--- src/rtl/ctrl_seq_param.sv ---
// Multi-cycle control sequencer for the register-file/ALU datapath.
// One instruction per valid/ready handshake; all outputs except instr_ready are registered.
module ctrl_seq_param #(
  parameter int NREG      = 8,
  parameter int LOAD_WAIT = 0
) (
  input  logic            clk,
  input  logic            rst,
  input  logic            instr_valid,
  input  logic [15:0]     instr,
  output logic            instr_ready,
  output logic            done,
  output logic            illegal,
  output logic            ext_data_en,
  output logic            ext_data_low_reg_en,
  output logic [NREG-1:0] reg_in_en,
  output logic [NREG-1:0] reg_out_en,
  output logic            alu_reg_en,
  output logic [1:0]      alu_sel,
  output logic            alu_out_en,
  output logic            g_reg_en
);

  typedef enum logic [2:0] {
    S_IDLE  = 3'd0,
    S_LOAD1 = 3'd1,
    S_WAIT  = 3'd2,
    S_LOAD2 = 3'd3,
    S_MOV   = 3'd4,
    S_ALU_A = 3'd5,
    S_ALU_B = 3'd6,
    S_ALU_G = 3'd7
  } state_t;

  localparam logic [3:0] OP_NOP  = 4'd0;
  localparam logic [3:0] OP_LOAD = 4'd1;
  localparam logic [3:0] OP_MOV  = 4'd2;
  localparam logic [3:0] OP_ADD  = 4'd3;
  localparam logic [3:0] OP_XOR  = 4'd4;
  localparam logic [3:0] OP_SUB  = 4'd5;
  localparam logic [3:0] OP_AND  = 4'd6;

  localparam int         WAIT_LAST_I = (LOAD_WAIT > 32'sd0) ? (LOAD_WAIT - 32'sd1) : 32'sd0;
  localparam logic [3:0] WAIT_LAST   = 4'(WAIT_LAST_I);
  localparam logic       HAS_WAIT    = (LOAD_WAIT > 32'sd0);
  localparam logic [4:0] NREG_LIM    = 5'(NREG);

  function automatic logic idx_ok(input logic [3:0] idx);
    return ({1'b0, idx} < NREG_LIM);
  endfunction

  function automatic logic instr_legal(input logic [3:0] op, input logic [3:0] rx,
                                       input logic [3:0] ry);
    logic ok;
    case (op)
      OP_NOP:                                 ok = 1'b1;
      OP_LOAD:                                ok = idx_ok(rx);
      OP_MOV, OP_ADD, OP_XOR, OP_SUB, OP_AND: ok = idx_ok(rx) && idx_ok(ry);
      default:                                ok = 1'b0;
    endcase
    return ok;
  endfunction

  function automatic logic [NREG-1:0] onehot(input logic [3:0] idx);
    logic [NREG-1:0] v;
    for (int i = 0; i < NREG; i++) begin
      v[i] = (idx == 4'(i));
    end
    return v;
  endfunction

  function automatic logic [1:0] alu_code(input logic [3:0] op);
    logic [1:0] c;
    case (op)
      OP_ADD:  c = 2'd0;
      OP_XOR:  c = 2'd1;
      OP_SUB:  c = 2'd2;
      OP_AND:  c = 2'd3;
      default: c = 2'd0;
    endcase
    return c;
  endfunction

  state_t          state_r, state_s;
  logic [3:0]      op_r, op_s, rx_r, rx_s, ry_r, ry_s, cnt_r, cnt_s;
  logic            accept_s, done_s, illegal_s;
  logic            ext_data_en_s, ext_data_low_reg_en_s, alu_reg_en_s, alu_out_en_s, g_reg_en_s;
  logic [NREG-1:0] reg_in_en_s, reg_out_en_s;
  logic [1:0]      alu_sel_s;
  logic            instr_unused_s;

  assign instr_ready    = (state_r == S_IDLE) && !rst;
  assign accept_s       = instr_valid && instr_ready;
  assign instr_unused_s = ^instr[3:0];

  // Next state and field latch; outputs are then decoded from the next state so they register in step.
  always_comb begin
    state_s   = state_r;
    op_s      = op_r;
    rx_s      = rx_r;
    ry_s      = ry_r;
    cnt_s     = cnt_r;
    done_s    = 1'b0;
    illegal_s = 1'b0;
    case (state_r)
      S_IDLE: begin
        if (accept_s) begin
          op_s = instr[15:12];
          rx_s = instr[11:8];
          ry_s = instr[7:4];
          if (!instr_legal(instr[15:12], instr[11:8], instr[7:4])) begin
            done_s    = 1'b1;
            illegal_s = 1'b1;
          end else begin
            case (instr[15:12])
              OP_LOAD:                        state_s = S_LOAD1;
              OP_MOV:                         state_s = S_MOV;
              OP_ADD, OP_XOR, OP_SUB, OP_AND: state_s = S_ALU_A;
              default:                        done_s  = 1'b1;
            endcase
          end
        end else begin
          state_s = S_IDLE;
        end
      end
      S_LOAD1: begin
        cnt_s   = 4'd0;
        state_s = HAS_WAIT ? S_WAIT : S_LOAD2;
      end
      S_WAIT: begin
        if (cnt_r == WAIT_LAST) begin
          state_s = S_LOAD2;
        end else begin
          cnt_s = cnt_r + 4'd1;
        end
      end
      S_ALU_A: state_s = S_ALU_B;
      S_ALU_B: state_s = S_ALU_G;
      S_LOAD2, S_MOV, S_ALU_G: begin
        state_s = S_IDLE;
        done_s  = 1'b1;
      end
      default: state_s = S_IDLE;
    endcase

    ext_data_en_s         = 1'b0;
    ext_data_low_reg_en_s = 1'b0;
    reg_in_en_s           = {NREG{1'b0}};
    reg_out_en_s          = {NREG{1'b0}};
    alu_reg_en_s          = 1'b0;
    alu_sel_s             = 2'd0;
    alu_out_en_s          = 1'b0;
    g_reg_en_s            = 1'b0;
    case (state_s)
      S_LOAD1: ext_data_low_reg_en_s = 1'b1;
      S_LOAD2: begin
        ext_data_en_s = 1'b1;
        reg_in_en_s   = onehot(rx_s);
      end
      S_MOV: begin
        reg_in_en_s  = onehot(rx_s);
        reg_out_en_s = onehot(ry_s);
      end
      S_ALU_A: begin
        reg_out_en_s = onehot(rx_s);
        alu_reg_en_s = 1'b1;
      end
      S_ALU_B: begin
        reg_out_en_s = onehot(ry_s);
        alu_sel_s    = alu_code(op_s);
        g_reg_en_s   = 1'b1;
      end
      S_ALU_G: begin
        alu_out_en_s = 1'b1;
        reg_in_en_s  = onehot(rx_s);
      end
      default: alu_sel_s = 2'd0;
    endcase
  end

  // State, latched fields and registered outputs; reset aborts any instruction silently.
  always_ff @(posedge clk) begin
    if (rst) begin
      state_r             <= S_IDLE;
      op_r                <= 4'd0;
      rx_r                <= 4'd0;
      ry_r                <= 4'd0;
      cnt_r               <= 4'd0;
      done                <= 1'b0;
      illegal             <= 1'b0;
      ext_data_en         <= 1'b0;
      ext_data_low_reg_en <= 1'b0;
      reg_in_en           <= {NREG{1'b0}};
      reg_out_en          <= {NREG{1'b0}};
      alu_reg_en          <= 1'b0;
      alu_sel             <= 2'd0;
      alu_out_en          <= 1'b0;
      g_reg_en            <= 1'b0;
    end else begin
      state_r             <= state_s;
      op_r                <= op_s;
      rx_r                <= rx_s;
      ry_r                <= ry_s;
      cnt_r               <= cnt_s;
      done                <= done_s;
      illegal             <= illegal_s;
      ext_data_en         <= ext_data_en_s;
      ext_data_low_reg_en <= ext_data_low_reg_en_s;
      reg_in_en           <= reg_in_en_s;
      reg_out_en          <= reg_out_en_s;
      alu_reg_en          <= alu_reg_en_s;
      alu_sel             <= alu_sel_s;
      alu_out_en          <= alu_out_en_s;
      g_reg_en            <= g_reg_en_s;
    end
  end

endmodule
--- config.mk ---
export PLATFORM = sky130hd
export DESIGN_NAME = ctrl_seq_param
export DESIGN_NICKNAME = d
export VERILOG_FILES = /design/src/rtl/ctrl_seq_param.sv
export SDC_FILE = /design/constraint.sdc
export NUM_CORES = 1
export LEC_CHECK = 0
export BUFFER_PORTS_ARGS = -buffer_cell sky130_fd_sc_hd__buf_2
export CAP_MARGIN = 15
export CORE_ASPECT_RATIO = 2
export CORE_MARGIN = 2
export CORE_UTILIZATION = 25
export CTS_BUF_LIST = sky130_fd_sc_hd__clkbuf_4 sky130_fd_sc_hd__clkbuf_8
export DETAILED_ROUTE_END_ITERATION = 10
export PLACE_DENSITY = 0.42
export SETUP_SLACK_MARGIN = 0.5
export SLEW_MARGIN = 10
export SYNTH_ARGS = -nofsm -noshare
export SYNTH_HDL_FRONTEND = slang
export SYNTH_SLANG_ARGS = --single-unit
export TNS_END_PERCENT = 50
--- constraint.sdc ---
create_clock -name clk -period 2.2 [get_ports clk]
set_clock_uncertainty 0.1 [all_clocks]
set_input_delay 0.22 -clock clk [delete_from_list [all_inputs] [get_ports clk]]
set_output_delay 0.22 -clock clk [all_outputs]
set_load 0.03 [all_outputs]
==> results of run 1 <==
-- stage by stage --
stage               setup WS, ps  instance area, um2  power [mW]
floorplan                    273                2080        1.14
global placement             180                2410        1.27
detailed placement           151                2410        1.27
CTS                          331                2630        2.00
global route                 244                2670        2.08
finish                       321                2670        1.99
-- cells in the mapped netlist, types with 2 or more instances --
master     number  area (um2)
and2_1          3        18.8
inv_1          10        37.5
dfxtp_1        44         881
nor2b_1         2        12.5
a2111oi_2       2        30.0
buf_2           6        30.0
a21oi_1        24         120
and4b_1         3        30.0
and3_1          2        12.5
nor2_1         14        52.6
o22ai_1         9        56.3
ha_1            2        25.0
nor4bb_1        2        20.0
xnor2_1         3        26.3
nand2b_1        2        12.5
o21ai_0        10        50.1
nand3b_1        3        22.5
nand2_1        33         124
clkbuf_1        3        11.3
nor3b_1         6        45.0
a2111oi_0       3        26.3
a211oi_1        4        30.0
nor3_1          9        45.0
nand3_1         2        10.0
-- layer usage --
metal  global-route usage, %  vias to the layer above  share of wire (%)
met5                       0                        -                  0
met4                    7.33                        0                3.3
met3                    2.82                       10                3.9
met2                    26.3                       40                 58
met1                    12.7                      869                 35
li1                        -                      951                  -
-- cell type report --
class | count | area (um2)
clock inverters | 2 | 38.8
fillers | 844 | 5270
clock buffers | 6 | 82.6
repair buffers | 63 | 382
flip-flops and latches | 44 | 886
multi-input cells | 165 | 1120
inverters | 10 | 37.5
well taps | 96 | 120
-- cell families after synthesis --
group,count (synthesis),share of synthesized area (%)
xor gates and xnor gates,4,1.71
buffers and inverters,22,5.01
adders and majority gates,2,1.22
muxes,2,1.04
DFF,44,43.0
and+or+nand+nor,92,25.0
AOI/OAI and AO/OA,65,23.0
-- worst max-delay path: cells and delay by family, from the launching register on --
kind,cells,cell delay [ps]
AO/OA/AOI/OAI,1,190
multiplexers,1,310
flip-flops,1,340
buffers and inverters,2,310
AND/OR/NAND/NOR,2,540
-- flip-flops by register name, summed over array words and instances (netlist names) --
signal / count
ry_r: 4
illegal: 1
reg_in_en: 8
reg_out_en: 8
cnt_r: 4
alu_reg_en: 1
alu_out_en: 1
alu_sel: 2
done: 1
ext_data_en: 1
rx_r: 4
state_r: 3
op_r: 4
g_reg_en: 1
ext_data_low_reg_en: 1
-- placed cells by master (no fill, tap or decap), types with 3 or more instances in the layout --
master / instances
dfxtp_1: 40
buf_2: 40
nand2_1: 33
a21oi_1: 23
buf_4: 19
nor2_1: 14
inv_1: 10
nor3_1: 9
o22ai_1: 9
o21ai_0: 6
clkbuf_8: 6
a2111oi_2: 5
a211oi_1: 4
o21ai_1: 4
dfxtp_2: 4
nor3b_2: 3
nand3b_1: 3
and4b_1: 3
nor3b_1: 3
xnor2_1: 3
buf_6: 3
-- how the worst min path moves through the flow --
stage / to / from
floorplan: illegal / instr[15]
global placement: op_r[3] / op_r[3]
detailed placement: op_r[3] / op_r[3]
CTS: illegal / instr[15]
global route: illegal / instr[15]
finish: illegal / instr[15]
-- repair_timing --
action	in CTS	in global routing
endpoints found under the setup margin	19	25
gates resized for setup	13	4
setup buffers	8	3
pin swaps	13	5
-- power by group --
group / switching [mW] / internal (mW)
Combinational: 0.258 / 0.193
Clock: 0.309 / 0.372
Sequential: 0.0260 / 0.829
Total: 0.593 / 1.39
==> flow_summary.ini, run 1 <==
[clock_tree]
cts.sinks = 44
numCtsBuffers = 5
postCtsHoldBufs = 0
clock_path_buffers = 2
root_buffer = clkbuf_8
insertion_delay_ps = 320
clkTransAtPathRegs_ps = 90
cts_max_level = 2
cts_tree = yes

[worst_setup_path]
cpMaxStageDelayCell = nor4_4
path_cells = nor4_4, nand2_2, buf_6, clkbuf_2, mux2_2, o22ai_1
cp.required_ps = 2330
worst-r2r-cell-count = 6
r2r-start = state_r[2]
worstReg2RegEnd = reg_out_en[3]
worstSetupPathType = reg2reg
rrSetupSlack_ps = 320
arrival_ps = 2010
critPathMaxStageDelay_ps = 380
start_kind = flip-flop
end_kind = flip-flop
crit_fanout = 6
critPathCapture = reg_out_en[3]
crit_start = state_r[2]

[yosys]
synth_flop_cell = dfxtp_1
syn_area_um2 = 2050
async_reset_ff_share_pct = 0
synth_cell_type_count = 54
ys_seq_area_share_pct = 43.0
syn-instance-count = 231
yosys_warnings = 0
avgSynthCellArea_um2 = 8.87
synth_seq_cells = 44
synth_edf_count = 0
synth_nets = 252

[timing]
tightestPinTransition_ps = 378
rsz0062_at_grt = yes
maxSlewHeadroom_pct = 74.8
timing.fmax_ghz = 0.532
setup-tns-final_ps = 0
hold_violations = 0
holdWs_ps = 71.9
final-setup-viol-count = 0
fin_crit_ps = 1880
maxSlewViolCount = 0
post-route-period-util_pct = 85.4

[drt]
via_per_inst = 4.84
drc = 0
wl_um = 5770
first_pass_iters = 4
wl_per_cell_um = 14.9
vias = 1870
drtIter0Drc = 88
ant_nets = 0

[die]
die_height_um = 132
coreArea_um2 = 7940
start_util_pct = 25.8
die_area_um2 = 8980
fp.dieW_um = 68.0
io_pins = 45
fp-row-count = 46

[power_and_ir_drop]
power.density_nw_per_um2 = 744
p_leak_nw = 1.11
ir_drop_uv = 290

[global_routing]
grt_pass1_wl_um = 9170
grt_antenna_before_repair = 0
grt_overflow = 0
grt_usage_pct = 13.8
grt_start_max_net_pins = 27
first_global_vias = 1900

[final_layout]
nets = 310
postLayoutCoreUtil_pct = 33.6
final_cells = 386
area_growth_pct = 30.3
antennaDiodeCount = 0
drive_above_1_share_pct = 35.2

[hold_path]
hp-class = in2reg
whs_path_depth = 3

[flow_run]
maxCapViolations = 0

[placement]
gp_congestion = 0.751
io_buffers = 40
dp_hpwl_um = 4260
placedCellCount = 367

[status]
status = finished, final reports clean
Power figures use the tool's default switching activity.
==> run 2, diff against run 1 <==
--- a/config.mk
+++ b/config.mk
@@ -12,6 +12,8 @@
 export CORE_UTILIZATION = 25
 export CTS_BUF_LIST = sky130_fd_sc_hd__clkbuf_4 sky130_fd_sc_hd__clkbuf_8
 export DETAILED_ROUTE_END_ITERATION = 10
+export GPL_ROUTABILITY_DRIVEN = 1
+export MAX_ROUTING_LAYER = met4
 export PLACE_DENSITY = 0.42
 export SETUP_SLACK_MARGIN = 0.5
 export SLEW_MARGIN = 10
==> flow_summary.ini, run 2 (same netlist as run 1, synthesis figures left out) <==
[drt]
wl_per_cell_um = 15.0
drtIter0Drc = 110
first_pass_iters = 4
vias = 1869
via_per_inst = 4.84
drc = 0
wl_um = 5790
ant_nets = 0

[timing]
hold_violations = 0
post-route-period-util_pct = 85.4
maxSlewHeadroom_pct = 75.4
maxSlewViolCount = 0
rsz0062_at_grt = yes
timing.fmax_ghz = 0.532
setup-tns-final_ps = 0
fin_crit_ps = 1880
final-setup-viol-count = 0
tightestPinTransition_ps = 369

[worst_setup_path]
path_cells = nor4_4, nand2_2, buf_6, clkbuf_2, mux2_2, o22ai_1
cpMaxStageDelayCell = nor4_4
critPathMaxStageDelay_ps = 370
r2r-start = state_r[2]
arrival_ps = 2010
worst-r2r-cell-count = 6
crit_fanout = 6
end_kind = flip-flop
worstReg2RegEnd = reg_out_en[3]
crit_family = simple AND/OR/NAND/NOR gates
cp.required_ps = 2330
rrSetupSlack_ps = 320
worstSetupPathType = reg2reg
start_kind = flip-flop
crit_buf_inv = 2

[power_and_ir_drop]
p_leak_nw = 1.11
p_total_mw = 1.98
ir_drop_uv = 289
power.density_nw_per_um2 = 744

[placement]
dp_hpwl_um = 4260
io_buffers = 40
gp_congestion = 0.760
place_area_um2 = 2410
placedCellCount = 367

[clock_tree]
root_buffer = clkbuf_8
cts_max_level = 2
cts.sinks = 44
clkTransAtPathRegs_ps = 90
clock_path_buffers = 2
cts_tree = yes
insertion_delay_ps = 310
numCtsBuffers = 5
postCtsHoldBufs = 0

[die]
fp-row-count = 46
fp.dieW_um = 68.0
die_area_um2 = 8980
coreArea_um2 = 7940
io_pins = 45
start_util_pct = 25.8
die_height_um = 132

[final_layout]
design_area_um2 = 2670
nets = 310
mostFrequentLayoutCells = dfxtp_1 (40), buf_2 (40), nand2_1 (33)
antennaDiodeCount = 0
final_cells = 386
area_growth_pct = 30.3
top_regs = reg_in_en (8), reg_out_en (8)
drive_above_1_share_pct = 35.2

[global_routing]
grt_usage_pct = 14.2
grt_pass1_wl_um = 9170
first_global_vias = 1900
grt_antenna_before_repair = 0
grt_start_max_net_pins = 27
grt_overflow = 0

[status]
status = finished, final reports clean

[hold_path]
whs_path_depth = 3
hold-path-endpoint = illegal
hp-start = instr[15]
hp-class = in2reg

[flow_run]
maxCapViolations = 0
## run 2: where the power goes
part / switching [mW] / internal, mW
logic: 0.258 / 0.193
registers: 0.0258 / 0.829
clock network: 0.307 / 0.372
## run 2: how the worst max path moves through the flow
stage / end / slack (ps) / depth (start not counted) / startpoint
floorplan: reg_in_en[6] / 270 / 7 / rst
global placement: reg_out_en[1] / 180 / 7 / cnt_r[1]
detailed placement: reg_out_en[5] / 150 / 7 / cnt_r[1]
CTS: reg_out_en[5] / 330 / 5 / state_r[2]
global route: reg_out_en[4] / 240 / 5 / state_r[2]
finish: reg_out_en[3] / 320 / 6 / state_r[2]
## run 2: per-stage QoR
step	setup WS, ps	util [%]	hold WS, ps
2_1_floorplan	273	-	249
3_3_place_gp	180	30.3	346
3_5_place_dp	151	30.3	354
4_1_cts	331	33.2	64.6
5_1_grt	244	33.6	62.6
6_report	322	33.6	72.1
## run 2: layout make-up
cell class,instances,area (um2)
clock inverter,2,38.8
fill,844,5270
inverter,10,37.5
multi-input combinational,165,1120
tap,96,120
clock buffer,6,82.6
timing repair buffer,63,382
sequential,44,886
## run 2: worst reg2reg max path, stage by stage, from the launching register on
cell and delay [ps]:
dfxtp_2 340, nor4_4 380, nand2_2 160, buf_6 170, clkbuf_2 140, mux2_2 310
o22ai_1 190
## run 2: routing by layer
metal | global-route usage, % | vias up | routed length, um
met1 | 12.7 | 868 | 2030
met4 | 7.33 | 0 | 183
li1 | - | 952 | -
met5 | - | - | 0
met3 | 2.82 | 9 | 211
met2 | 26.3 | 40 | 3360
## run 2: repair_timing
action,CTS,global route
setup endpoints to repair,19,25
gates resized for setup,13,4
buffers inserted,8,3
pin swaps,13,5
==> run 3, diff against run 2 <==
--- a/config.mk
+++ b/config.mk
@@ -7,7 +7,6 @@
 export LEC_CHECK = 0
 export BUFFER_PORTS_ARGS = -buffer_cell sky130_fd_sc_hd__buf_2
 export CAP_MARGIN = 15
-export CORE_ASPECT_RATIO = 2
 export CORE_MARGIN = 2
 export CORE_UTILIZATION = 25
 export CTS_BUF_LIST = sky130_fd_sc_hd__clkbuf_4 sky130_fd_sc_hd__clkbuf_8
==> flow_summary.ini, run 3 (same netlist as run 1, synthesis figures left out) <==
[drt]
first_pass_iters = 4
wl_per_cell_um = 13.1
vias = 1864
wl_um = 5220
drt-met1-wl_um = 2470
drc = 0
met2_length_um = 2500
routed.top_layer = met4
wl_met3_um = 213
drtIter0Drc = 66
via_per_inst = 4.67
ant_nets = 0

[die]
coreArea_um2 = 8090
die_area_um2 = 8930
io_pins = 45
fp-row-count = 33
die_height_um = 94.5
fp.dieW_um = 94.5
start_util_pct = 25.3

[global_routing]
grt_pass1_wl_um = 8200
grt_overflow = 0
grt_start_max_net_pins = 27
grt_usage_pct = 12.2
first_global_vias = 1691
grt_antenna_before_repair = 0

[final_layout]
nets = 314
area_growth_pct = 35.6
antennaDiodeCount = 0
drive_above_1_share_pct = 37.1
mostFrequentLayoutCells = buf_2 (40), dfxtp_1 (39), nand2_1 (32)
postLayoutCoreUtil_pct = 34.3
layout_commonest_cell = buf_2
top_regs = reg_in_en (8), reg_out_en (8)

[timing]
maxSlewViolCount = 0
setup-tns-final_ps = 0
fin_crit_ps = 1820
post-route-period-util_pct = 82.6
rsz0062_at_grt = yes
hold_violations = 0
maxSlewHeadroom_pct = 75.6
timing.fmax_ghz = 0.551
final-setup-viol-count = 0
tightestPinTransition_ps = 366

[placement]
gp_congestion = 0.725
io_buffers = 40
dp_hpwl_um = 3700

[worst_setup_path]
worstSetupPathType = reg2reg
start_kind = flip-flop
crit_fanout = 8
cp.required_ps = 2320
arrival_ps = 1930
end_kind = flip-flop

[power_and_ir_drop]
ir_drop_uv = 329
p_leak_nw = 1.16
power.density_nw_per_um2 = 726

[flow_run]
maxCapViolations = 0

[clock_tree]
cts.sinks = 44
root_buffer = clkbuf_8
cts_max_level = 2
postCtsHoldBufs = 0
insertion_delay_ps = 300
clkTransAtPathRegs_ps = 80
cts_tree = yes
numCtsBuffers = 5
clock_path_buffers = 2

[hold_path]
hp-class = in2reg

[status]
status = finished, final reports clean
[run 3: changes by cell type in the layout (fill, tap and decap cells not counted), moves of 2 or more]
cell | previous run | this run
buf_6 | 3 | 1
dfxtp_4 | 0 | 2
buf_4 | 19 | 24
buf_12 | 0 | 2
[run 3: critical path, stage by stage (launching register included)]
cell and delay, ps:
dfxtp_4 370, nor4_4 290, buf_4 160, and2_4 220
nand3b_1 160, o32a_1 220, nor4_2 210
[run 3: through the flow]
step	hold slack, ps	instance area [um2]	power, mW	std cells	worst slack (ps)
3_3_place_gp	344	2410	1.26	375	224
5_1_grt	84.2	2780	2.12	399	286
6_report	89.2	2780	2.02	399	384
3_5_place_dp	356	2410	1.26	375	192
2_1_floorplan	249	2080	1.14	231	273
4_1_cts	78.0	2680	1.99	394	378
[run 3: worst paths after layout]
kind                        to  cells past startpoint  startpoint  slack, ps
setup / recovery  reg_in_en[2]                      6  state_r[1]        380
setup reg to reg  reg_in_en[2]                      6  state_r[1]        380
hold / removal         illegal                      3   instr[15]         90
hold reg to reg        op_r[2]                      2     op_r[2]        360
[run 3: final cells by class]
type | instances | area [um2]
Fill cell | 898 | 5320
Multi-Input combinational cell | 165 | 1160
Sequential cell | 44 | 892
Timing Repair Buffer | 67 | 432
Tap cell | 105 | 131
Clock buffer | 7 | 96.3
Inverter | 10 | 37.5
Clock inverter | 1 | 30.0
[run 3: timing repair]
item	CTS	global route
gates resized for setup	13	15
endpoints found under the setup margin	19	22
pin swaps	10	12
buffers inserted	11	5
[run 3: per-layer routing]
layer  track usage [%]  vias to the layer above
met2              19.4                       49
li1                  -                      952
met4              3.62                        0
met3              2.71                        3
met5                 -                        -
met1              15.5                      860
[run 3: power breakdown]
part / leakage (nW) / switching (mW) / internal, mW
combinational: 0.734 / 0.259 / 0.222
clock: 0.0645 / 0.281 / 0.401
sequential: 0.359 / 0.0245 / 0.829
